<file path="src/rtl/fft_frame_loader.sv">
// -----------------------------------------------------------------------------
// fft_frame_loader
//
// Serial-to-parallel ping-pong frame buffer feeding the bit-reversal scrambler
// in the FFT input path. One WIDTH-bit sample is accepted per cycle over a
// valid/ready handshake. SAMPLES consecutive samples are assembled into a frame
// that is presented, in arrival order, as a parallel unpacked array. Two banks
// let one frame fill while the other waits for the consumer.
//
// Optional feature (compile-time macro): FFT_LOADER_PAD_EN
//   When defined, adds the in_last port. An accept with in_last = 1 closes a
//   short frame: the sample is written at the current slot, the remaining
//   slots are zero-filled in the same cycle, and the frame completes.
//   When undefined, frames complete only on the SAMPLES-th accept.
//
// Parameters:
//   SAMPLES     samples per frame (power of two, >= 2)
//   WIDTH       bits per sample
//   IDX_W       width of the fill index ($clog2(SAMPLES))
//
// Ports:
//   clk         clock; all state updates on the rising edge
//   rst         synchronous, active-high reset
//   in_valid    in_data is valid this cycle
//   in_ready    loader can accept a sample this cycle
//   in_data     sample value
//   in_last     (FFT_LOADER_PAD_EN only) final sample of a short frame
//   frame_valid frame_data holds a complete frame
//   frame_ready consumer takes the frame this cycle
//   frame_data  frame; element k = k-th sample accepted into that frame
// -----------------------------------------------------------------------------
module fft_frame_loader #(
  parameter int SAMPLES = 8,
  parameter int WIDTH   = 3,
  parameter int IDX_W   = $clog2(SAMPLES)
) (
  input  logic             clk,
  input  logic             rst,
  input  logic             in_valid,
  output logic             in_ready,
  input  logic [WIDTH-1:0] in_data,
`ifdef FFT_LOADER_PAD_EN
  input  logic             in_last,
`endif
  output logic             frame_valid,
  input  logic             frame_ready,
  output logic [WIDTH-1:0] frame_data [SAMPLES-1:0]
);

  localparam logic [IDX_W-1:0] LAST_IDX = IDX_W'(SAMPLES - 1);

  // Per-bank lifecycle: EMPTY -> FILLING -> FULL -> EMPTY.
  typedef enum logic [1:0] {
    BANK_EMPTY   = 2'd0,
    BANK_FILLING = 2'd1,
    BANK_FULL    = 2'd2
  } bank_state_t;

  bank_state_t      state      [2];
  bank_state_t      state_next [2];

  logic [WIDTH-1:0] bank [2][SAMPLES];

  logic             wb;
  logic             wb_next;
  logic             rb;
  logic             rb_next;
  logic [IDX_W-1:0] idx;
  logic [IDX_W-1:0] idx_next;

  logic [1:0]       full;
  logic             accept;
  logic             take;
  logic             last_flag;
  logic             complete;
  logic             pad_fill;

  // Handshake decode: bank occupancy, ready/valid and frame-completion flags.
  always_comb begin
    full = 2'b00;
    for (int b = 0; b < 2; b++) begin
      full[b] = (state[b] == BANK_FULL);
    end
    in_ready    = ~full[wb];
    frame_valid = full[rb];
    accept      = in_valid & in_ready;
    take        = frame_valid & frame_ready;
`ifdef FFT_LOADER_PAD_EN
    last_flag   = in_last;
`else
    last_flag   = 1'b0;
`endif
    // in_last on the final slot is harmless: the frame completes either way.
    complete    = accept & ((idx == LAST_IDX) | last_flag);
    pad_fill    = accept & last_flag;
  end

  // Pointer next-state: fill index, write bank and read bank.
  always_comb begin
    wb_next  = wb;
    rb_next  = rb;
    idx_next = idx;
    if (accept) begin
      if (complete) begin
        wb_next  = ~wb;
        idx_next = IDX_W'(0);
      end else begin
        idx_next = idx + IDX_W'(1);
      end
    end else begin
      idx_next = idx;
    end
    if (take) begin
      rb_next = ~rb;
    end else begin
      rb_next = rb;
    end
  end

  // Per-bank state next-state. A completing write and a take can occur in the
  // same cycle; they always address different banks because the write needs
  // the write bank not full and the take needs the read bank full.
  always_comb begin
    for (int b = 0; b < 2; b++) begin
      state_next[b] = state[b];
      case (state[b])
        BANK_EMPTY: begin
          if (accept && (wb == 1'(b))) begin
            state_next[b] = complete ? BANK_FULL : BANK_FILLING;
          end else begin
            state_next[b] = BANK_EMPTY;
          end
        end
        BANK_FILLING: begin
          if (complete && (wb == 1'(b))) begin
            state_next[b] = BANK_FULL;
          end else begin
            state_next[b] = BANK_FILLING;
          end
        end
        BANK_FULL: begin
          if (take && (rb == 1'(b))) begin
            state_next[b] = BANK_EMPTY;
          end else begin
            state_next[b] = BANK_FULL;
          end
        end
        default: begin
          state_next[b] = BANK_EMPTY;
        end
      endcase
    end
  end

  // Control state registers.
  always_ff @(posedge clk) begin
    if (rst) begin
      wb  <= 1'b0;
      rb  <= 1'b0;
      idx <= IDX_W'(0);
      for (int b = 0; b < 2; b++) begin
        state[b] <= BANK_EMPTY;
      end
    end else begin
      wb  <= wb_next;
      rb  <= rb_next;
      idx <= idx_next;
      for (int b = 0; b < 2; b++) begin
        state[b] <= state_next[b];
      end
    end
  end

  // Sample storage. Only the write bank is touched; taking a frame leaves its
  // contents in place. With padding, slots after the current one are cleared
  // in the same cycle as the closing sample.
  always_ff @(posedge clk) begin
    if (rst) begin
      for (int b = 0; b < 2; b++) begin
        for (int k = 0; k < SAMPLES; k++) begin
          bank[b][k] <= WIDTH'(0);
        end
      end
    end else if (accept) begin
      for (int k = 0; k < SAMPLES; k++) begin
        if (IDX_W'(k) == idx) begin
          bank[wb][k] <= in_data;
        end else if (pad_fill && (IDX_W'(k) > idx)) begin
          bank[wb][k] <= WIDTH'(0);
        end
      end
    end
  end

  // Frame output: combinational mux of the read bank registers, so the data
  // stays stable while a frame waits for the consumer.
  always_comb begin
    for (int k = 0; k < SAMPLES; k++) begin
      frame_data[k] = bank[rb][k];
    end
  end

endmodule

</file>
<file path="config.mk">
export PLATFORM = sky130hd
export DESIGN_NAME = fft_frame_loader
export DESIGN_NICKNAME = d
export VERILOG_FILES = /design/src/rtl/fft_frame_loader.sv
export SDC_FILE = /design/constraint.sdc
export NUM_CORES = 1
export LEC_CHECK = 0
export CELL_PAD_IN_SITES_DETAIL_PLACEMENT = 0
export CELL_PAD_IN_SITES_GLOBAL_PLACEMENT = 1
export CORE_UTILIZATION = 35
export DETAILED_ROUTE_END_ITERATION = 6
export PLACE_DENSITY = 0.6
export SETUP_SLACK_MARGIN = 0.2
export SLEW_MARGIN = 20
export SYNTH_ARGS = -nofsm -noshare
export SYNTH_HDL_FRONTEND = slang
export SYNTH_SLANG_ARGS = --single-unit
</file>
<file path="constraint.sdc">
create_clock -name clk -period 2.8 [get_ports clk]
set_input_delay 0.7 -clock clk [delete_from_list [all_inputs] [get_ports clk]]
set_output_delay 0.7 -clock clk [all_outputs]
set_load 0.01 [all_outputs]
</file>
# After elaboration in Yosys (flattened, before gate mapping)
# Memory sizes are Yosys's and may differ from the RTL's. A register that Yosys moved wholly into a read port is not among the register bits.
# Index checks and enable logic that the tools add are counted.
[word_totals] in_bits=7 output_inout_bits=26 wordCells=95 register_bits=5 mem_bits_rw=52 mem_count=2
[classes] n_lt_le_gt_ge=2 n_eq_ne=12 n_addsub=1 mux=56 n_reduce_logical=11 bitwise_logic=8
[mem_list] memory="bank" words=2 width=24 read_ports=1 rd_ports_with_merged_regs=1 write_ports=2 line_no="62" source="logic [WIDTH-1:0] bank [2][SAMPLES];"
[mem_list] memory="state" words=2 width=2 read_ports=2 rd_ports_with_merged_regs=0 write_ports=2 line_no="59" source="bank_state_t state [2];"
[ops] op="$mux 1" count=42
[ops] op="$mux 24" count=1
[ops] op="$reduce_or 24->1" count=1
[ops] op="$mux 2" count=9
[ops] op="$eq 3x3->1 const A" count=4
[ops] op="$pmux 2 s3" count=2
[ops] op="$mux 8" count=1
[ops] op="$eq 2x3->1 const A" count=2
[ops] op="$logic_and 1x1->1" count=6
[ops] op="$eq 2x1->1 const B" count=2
[ops] op="$eq 2x2->1 const B" count=2
[ops] op="$logic_not 2->1" count=2
[ops] op="$lt 1x2->1 const B" count=2
[ops] op="$add 3x1->3 const B" count=1
[ops] op="$and 1x1->1" count=3
[ops] op="$eq 1x3->1 const A" count=1
[ops] op="$eq 3x3->1 const B" count=1
[ops] op="$logic_not 3->1" count=1
[ops] op="$mux 3" count=1
[ops] op="$not 1->1" count=3
[ops] op="$or 1x1->1" count=2
[ops] op="$reduce_and 2->1" count=1

# Logic depth before layout (Yosys ltp)
# Gate-level depths: netlist of the first run.
# An unclocked memory read counts as a cell.
[depth] ltp_word=11 ltp_mapped=7 mapped_depth_nobuf=7

# Worst setup path before layout of the first run
# OpenSTA, ideal clock, no wires.
[synth_timing] path_type="reg2reg" start="register idx[0]" end="memory bank[1][0] in the netlist's numbering (data pin)" arrival_time_ps=1643 path_buffers=0 required_ps=2527 stages_incl_launch_ff=6 period_less_slack_ps=1916 setup_ps=273 slack_ps=884 path_cell_list="dfxtp_1 ha_1 ha_1 or4_4 o21a_1 and3_1"
[synth_rtl] element="start: declaration" line_no="68" source="logic [IDX_W-1:0] idx;"
[synth_rtl] element="start signal: assignment" line_no="167" source="idx <= idx_next;"
[synth_rtl] element="end: declaration" line_no="62"

==> results of run 1 <==
state kept, by name, summed over array words and instances (netlist names), named ones only:
| register | flops |
|---|---|
| state | 4 |
| wb | 1 |
| rb | 1 |
| idx | 3 |
| bank | 48 |
cell usage after synthesis, types with 3 or more instances:
cell | number | area [um2]
and4_1 | 3 | 26.3
and3_1 | 3 | 18.8
nor2_1 | 11 | 41.3
a21oi_1 | 3 | 15.0
inv_1 | 7 | 26.3
edfxtp_1 | 48 | 1440
dfxtp_1 | 10 | 200
ha_1 | 8 | 100
clkbuf_1 | 3 | 11.3
buf_2 | 7 | 35.0
nand2_1 | 14 | 52.6
nand4_1 | 3 | 18.8
o21ai_0 | 7 | 35.0
mux2_2 | 25 | 282
nor3_1 | 21 | 105
o31ai_1 | 10 | 75.1
nand2b_1 | 4 | 25.0
metal layers:
metal / vias to the layer above / wire, um / track usage (%)
met2: 39 / 2760 / 24.8
met3: 11 / 230 / 4.71
met5: - / 0 / 0
met4: 0 / 115 / 9.09
met1: 868 / 2790 / 21.2
li1: 874 / - / -
worst reg2reg max path, stage by stage (launching register included):
cell and delay, ns:
dfxtp_1 0.44, inv_1 0.14, ha_1 0.25, or4_4 0.55, o21a_1 0.21, and3_1 0.27
worst max-delay path by stage:
stage | from | end | depth (start not counted)
2_1_floorplan | idx[0] | bank[1][0] | 5
3_3_place_gp | in_valid | bank[0][4] | 4
3_5_place_dp | in_valid | bank[0][3] | 4
4_1_cts | wb | in_ready | 3
5_1_grt | flip-flop | frame_data[23] | 3
6_report | flip-flop | frame_data[23] | 3
report_power, final:
part           total (mW)  internal [mW]  switching [mW]  leakage [nW]
clock               0.830          0.495           0.335         0.104
combinational       0.167         0.0751          0.0924         0.520
sequential          0.992          0.978          0.0141         0.577
total                1.99           1.55           0.441          1.20
per-stage QoR:
stage,cell area [um2],power [mW],hold slack [ns]
floorplan,2680,1.10,0.455
global placement,3150,1.18,0.488
detailed placement,3150,1.18,0.488
CTS,3360,2.00,0.496
global route,3370,2.06,0.519
finish,3370,1.99,0.492
cell type report:
class	instances	area, um2
multi-input cells	133	967
clock inverters	6	81.3
repair buffers	42	399
well taps	99	124
clock buffers	10	128
inverters	7	26.3
fillers	683	3960
flip-flops and latches	58	1640
kinds of logic (layout without fill, tap and decap cells):
kind of cell / after synthesis / in the layout / synth area share (%)
adder cells (fa/ha/maj): 8 / 8 / 3.74
multiplexers: 26 / 26 / 10.9
AO/OA/AOI/OAI: 26 / 26 / 7.01
AND/OR/NAND/NOR: 73 / 73 / 14.4
flip-flops: 58 / 58 / 61.3
buffers and inverters: 17 / 65 / 2.71
what timing repair did:
action,CTS,global route
buffers inserted,0,0
hold buffers,0,0
gates resized for setup,0,2
setup endpoints to repair,0,3
==> reports/qor.txt, run 1 <==
Status - finished, final reports clean
Port Buffers - 32
Number of enable flip-flop cells after synthesis - 48
Initial DRC count - 70
Cell count of the worst reg-to-reg path - 5
Worst-case clock buffer depth - 2
Worst path arrival time - 1.77 ns
Area grow syn2layout - 25.7%
Leak pwr - 1.20 nW
Synth async-reset ratio - 0%
Commonest non-fill, non-tap cell in the layout - edfxtp_1
Tcrit/Tclk final - 88.4%
Ports - 33
Syn_nets - 223
Die height - 89.5 um
Top FF cell, synth - edfxtp_1
Initial antenna violation count - 0
CTS root buf - clkbuf_8
Reg2Reg Setup Slack - 0.66 ns
Post-route core utilization - 45.9%
Distinct cells, synth - 34
Routed wire length - 5.90 mm
Vias per inst - 5.05
TritonRoute pass-1 iters - 4
H-tree depth - 3
Largest net degree at the start of global routing - 25
Worst reg2reg endpoint - bank[1][12]
Number of CTS-inserted buffers - 9
Setup_tns - 0 ns
Cells after Synth - 208
Slew HR - 62.7%
Die ar. - 8010 um2
GPL Wtd Cong - 0.695
Final Non-Filler Cells - 355
Crit-path cells - buf_6 > mux2_2 > clkdlybuf4s50_1
First-pass GRT wire length - 8.96 mm
Fin crit period - 2.47 ns
Fmax achieved - 404 MHz
Startpoint Class - flip-flop
Share of layout cells above drive strength 1 - 21.5%
Antenna-violating nets left - 0
CP max FO - 24
Worst path required time - 2.10 ns
Avg Inst Size Synth - 12.9 um2
Width of the die - 89.5 um
Critical-path top delay cell - clkdlybuf4s50_1
Worst setup EP type - primary output
CP peak stage delay - 0.49 ns
Remaining Overflow, GRT - 0
Delay-heaviest family, CP - buffers and inverters
Vias in the first global route - 1678
Syn Std Cell Area - 2680 um2
Worst VDD drop - 0.291 mV
Worst slack at placement - 0.221 ns
Worst-Margin Slew - 0.555 ns
Slew Viols, Final - 0
Total number of vias - 1792
WL/cell - 16.6 um
Initial core utilization - 36.5%
Max Cap Viol - 0
Worst Skew - 0.00768 ns
Worst Hold Class - reg2reg
Total Routing Usage GR - 16.4%
Worst-Skew Late Latency - 0.34 ns
Setup ws final - 0.325 ns
RSZ-0062 raised after global routing - false
FF+latch count, synth - 58
Crit Path Category - reg2out
Core Region - 7330 um2
Cells after DPL - 339
Commonest cells after routing, fill and taps aside - 48 x edfxtp_1, 32 x clkdlybuf4s50_1, 25 x mux2_2
Hold EP - state[0][2]
Worst hold path startpoint - state[0][3]
# setup viols final - 0
Final HPWL DP - 4.13 mm
Seq/Total Area, Yosys - 61.3%
Power Density - 591 nW/um2
Nets - 266
DRC viols - 0
Clock tree from TritonCTS - done
Synthesis Warnings - 0
CP Buf/Inv Count - 2
Row count - 31
Clock transition at path regs - 0.07 ns
# diodes - 0
R2R Path Start - idx[2]
Worst hold path depth - 1
Final hold vios - 0
Total clock sinks - 58
No activity file was read; power rests on OpenSTA's default activity.
==> inputs of run 2 (changes only) <==
--- a/config.mk
+++ b/config.mk
@@ -15,3 +15,4 @@
 export SYNTH_ARGS = -nofsm -noshare
 export SYNTH_HDL_FRONTEND = slang
 export SYNTH_SLANG_ARGS = --single-unit
+export TNS_END_PERCENT = 30
==> run 2 against run 1 <==
Against the previous run:
- combinational power barely moved
- largest cell class unchanged
- via count rose by 0.11%
- wire length barely moved
- cell count did not move
- first-iteration DRC count did not move
- global-route usage did not move
- largest power group unchanged
- core utilization fell by 0.051 points
==> reports/qor.txt, run 2 (synthesized netlist as in run 1, its figures left out) <==
Status - finished, final reports clean
Initial antenna violation count - 0 (unchanged)
Worst path required time - 2.10 ns (about the same)
Worst path arrival time - 1.84 ns (+0.07 ns)
# setup viols final - 0 (unchanged)
Post-CTS setup buffers - 0 (unchanged)
Worst Hold Class - reg2reg
Setup_tns - 0 ns (unchanged)
Share of layout cells above drive strength 1 - 21.5% (unchanged)
Vias per inst - 5.05 (+0.11%)
Vias in the first global route - 1678 (unchanged)
Worst-Skew Late Latency - 0.34 ns (about the same)
DRC viols - 0 (unchanged)
Power Density - 591 nW/um2 (+0.11%)
Commonest cells after routing, fill and taps aside - 48 x edfxtp_1, 32 x clkdlybuf4s50_1, 25 x mux2_2
Worst-case clock buffer depth - 2 (unchanged)
Die ar. - 8010 um2 (unchanged)
Tcrit/Tclk final - 90.6% (+2.2 points)
Ports - 33 (unchanged)
Port Buffers - 32 (unchanged)
Largest net degree at the start of global routing - 25 (unchanged)
Clock transition at path regs - 0.07 ns (about the same)
Startpoint Class - flip-flop
Leak pwr - 1.20 nW (about the same)
TritonRoute pass-1 iters - 4 (unchanged)
Max reg flops - 48 (unchanged)
Max Cap Viol - 0 (unchanged)
Crit Path Category - reg2out
Nets - 266 (unchanged)
Fill cell count - 683 (unchanged)
Biggest register - bank
Clock tree from TritonCTS - done
Total Routing Usage GR - 16.4% (unchanged)
Antenna-violating nets left - 0 (unchanged)
Final HPWL DP - 4.13 mm (unchanged)
Width of the die - 89.5 um (unchanged)
Number of CTS-inserted buffers - 9 (unchanged)
Total number of vias - 1794 (+0.11%)
GPL Wtd Cong - 0.695 (unchanged)
Slew Viols, Final - 0 (unchanged)
H-tree depth - 3 (unchanged)
First-pass GRT wire length - 8.96 mm (unchanged)
Row count - 31 (unchanged)
Worst VDD drop - 0.291 mV (unchanged)
Worst Skew - 0.00768 ns (+0.000000380 ns)
Fin crit period - 2.54 ns (+0.0621 ns)
RSZ-0062 raised after global routing - true
CP max FO - 24 (unchanged)
Initial DRC count - 70 (unchanged)
Area grow syn2layout - 25.5%
CTS root buf - clkbuf_8
Die height - 89.5 um (unchanged)
Core Region - 7330 um2 (unchanged)
Worst-Margin Slew - 0.555 ns (-0.000000119 ns)
Fmax achieved - 394 MHz (-2.4%)
Commonest non-fill, non-tap cell in the layout - edfxtp_1
Top flop regs - bank (48), state (4), idx (3)
Initial core utilization - 36.5% (unchanged)
Slew HR - 62.7% (about the same)
Final hold vios - 0 (unchanged)
Routed wire length - 5.89 mm (about the same)
Post-route core utilization - 45.9% (-0.051 points)
# diodes - 0 (unchanged)
Total clock sinks - 58 (unchanged)
Remaining Overflow, GRT - 0 (unchanged)
WL/cell - 16.6 um (about the same)
Worst setup EP type - primary output
## run 2: cell count changes in the layout (fill, tap and decap cells not counted)
cell | previous run | this run
buf_6 | 1 | 0
buf_4 | 9 | 10
## run 2: per-layer routing
layer / vias up / part of all wire, % / track usage, %
met5: - / 0 / 0
met4: 0 / 2.0 / 9.09
met3: 11 / 3.9 / 4.71
met2: 39 / 47 / 24.8
met1: 870 / 47 / 21.2
li1: 874 / - / -
## run 2: critical path: stages, from the launching register on
cell and delay [ns]:
dfxtp_1 0.30, buf_4 0.30, mux2_2 0.40, clkdlybuf4s50_1 0.49
## run 2: final cells by class
type / instances / area [um2] / area share (%)
inverters: 7 / 26.3 / 0.781
well taps: 99 / 124 / 3.68
repair buffers: 42 / 395 / 11.8
clock buffers: 10 / 128 / 3.79
flip-flops and latches: 58 / 1640 / 48.8
clock inverters: 6 / 81.3 / 2.42
multi-input cells: 133 / 967 / 28.8
## run 2: per-stage QoR
step	instances	total power [mW]	setup WS [ns]	area (um2)	hold slack [ns]
after floorplan	208	1.10	0.884	2680	0.455
after global placement	339	1.18	0.280	3150	0.488
after detailed placement	339	1.18	0.221	3150	0.488
after CTS	355	2.00	0.222	3360	0.496
after global routing	355	2.06	0.181	3360	0.519
final	355	1.99	0.263	3360	0.492
## run 2: power breakdown
group          switching (mW)  total [mW]  internal, mW
Sequential             0.0140       0.992         0.978
Combinational          0.0924       0.167        0.0751
Clock                   0.335       0.830         0.495
## run 2: worst paths after layout
kind	startpoint	slack, ns	endpoint	depth (start not counted)
worst min-delay path	state[0][3]	0.49	state[0][2]	1
worst max-delay path	flip-flop	0.26	frame_data[23]	3
worst max register to register	idx[2]	0.66	bank[1][12]	5
worst min register to register	state[0][3]	0.49	state[0][2]	1
## run 2: repair_timing
item / CTS / global route
hold buffers: 0 / 0
setup endpoints to repair: 0 / 3
gates resized for setup: 0 / 1
endpoints found under the hold margin: 0 / 0
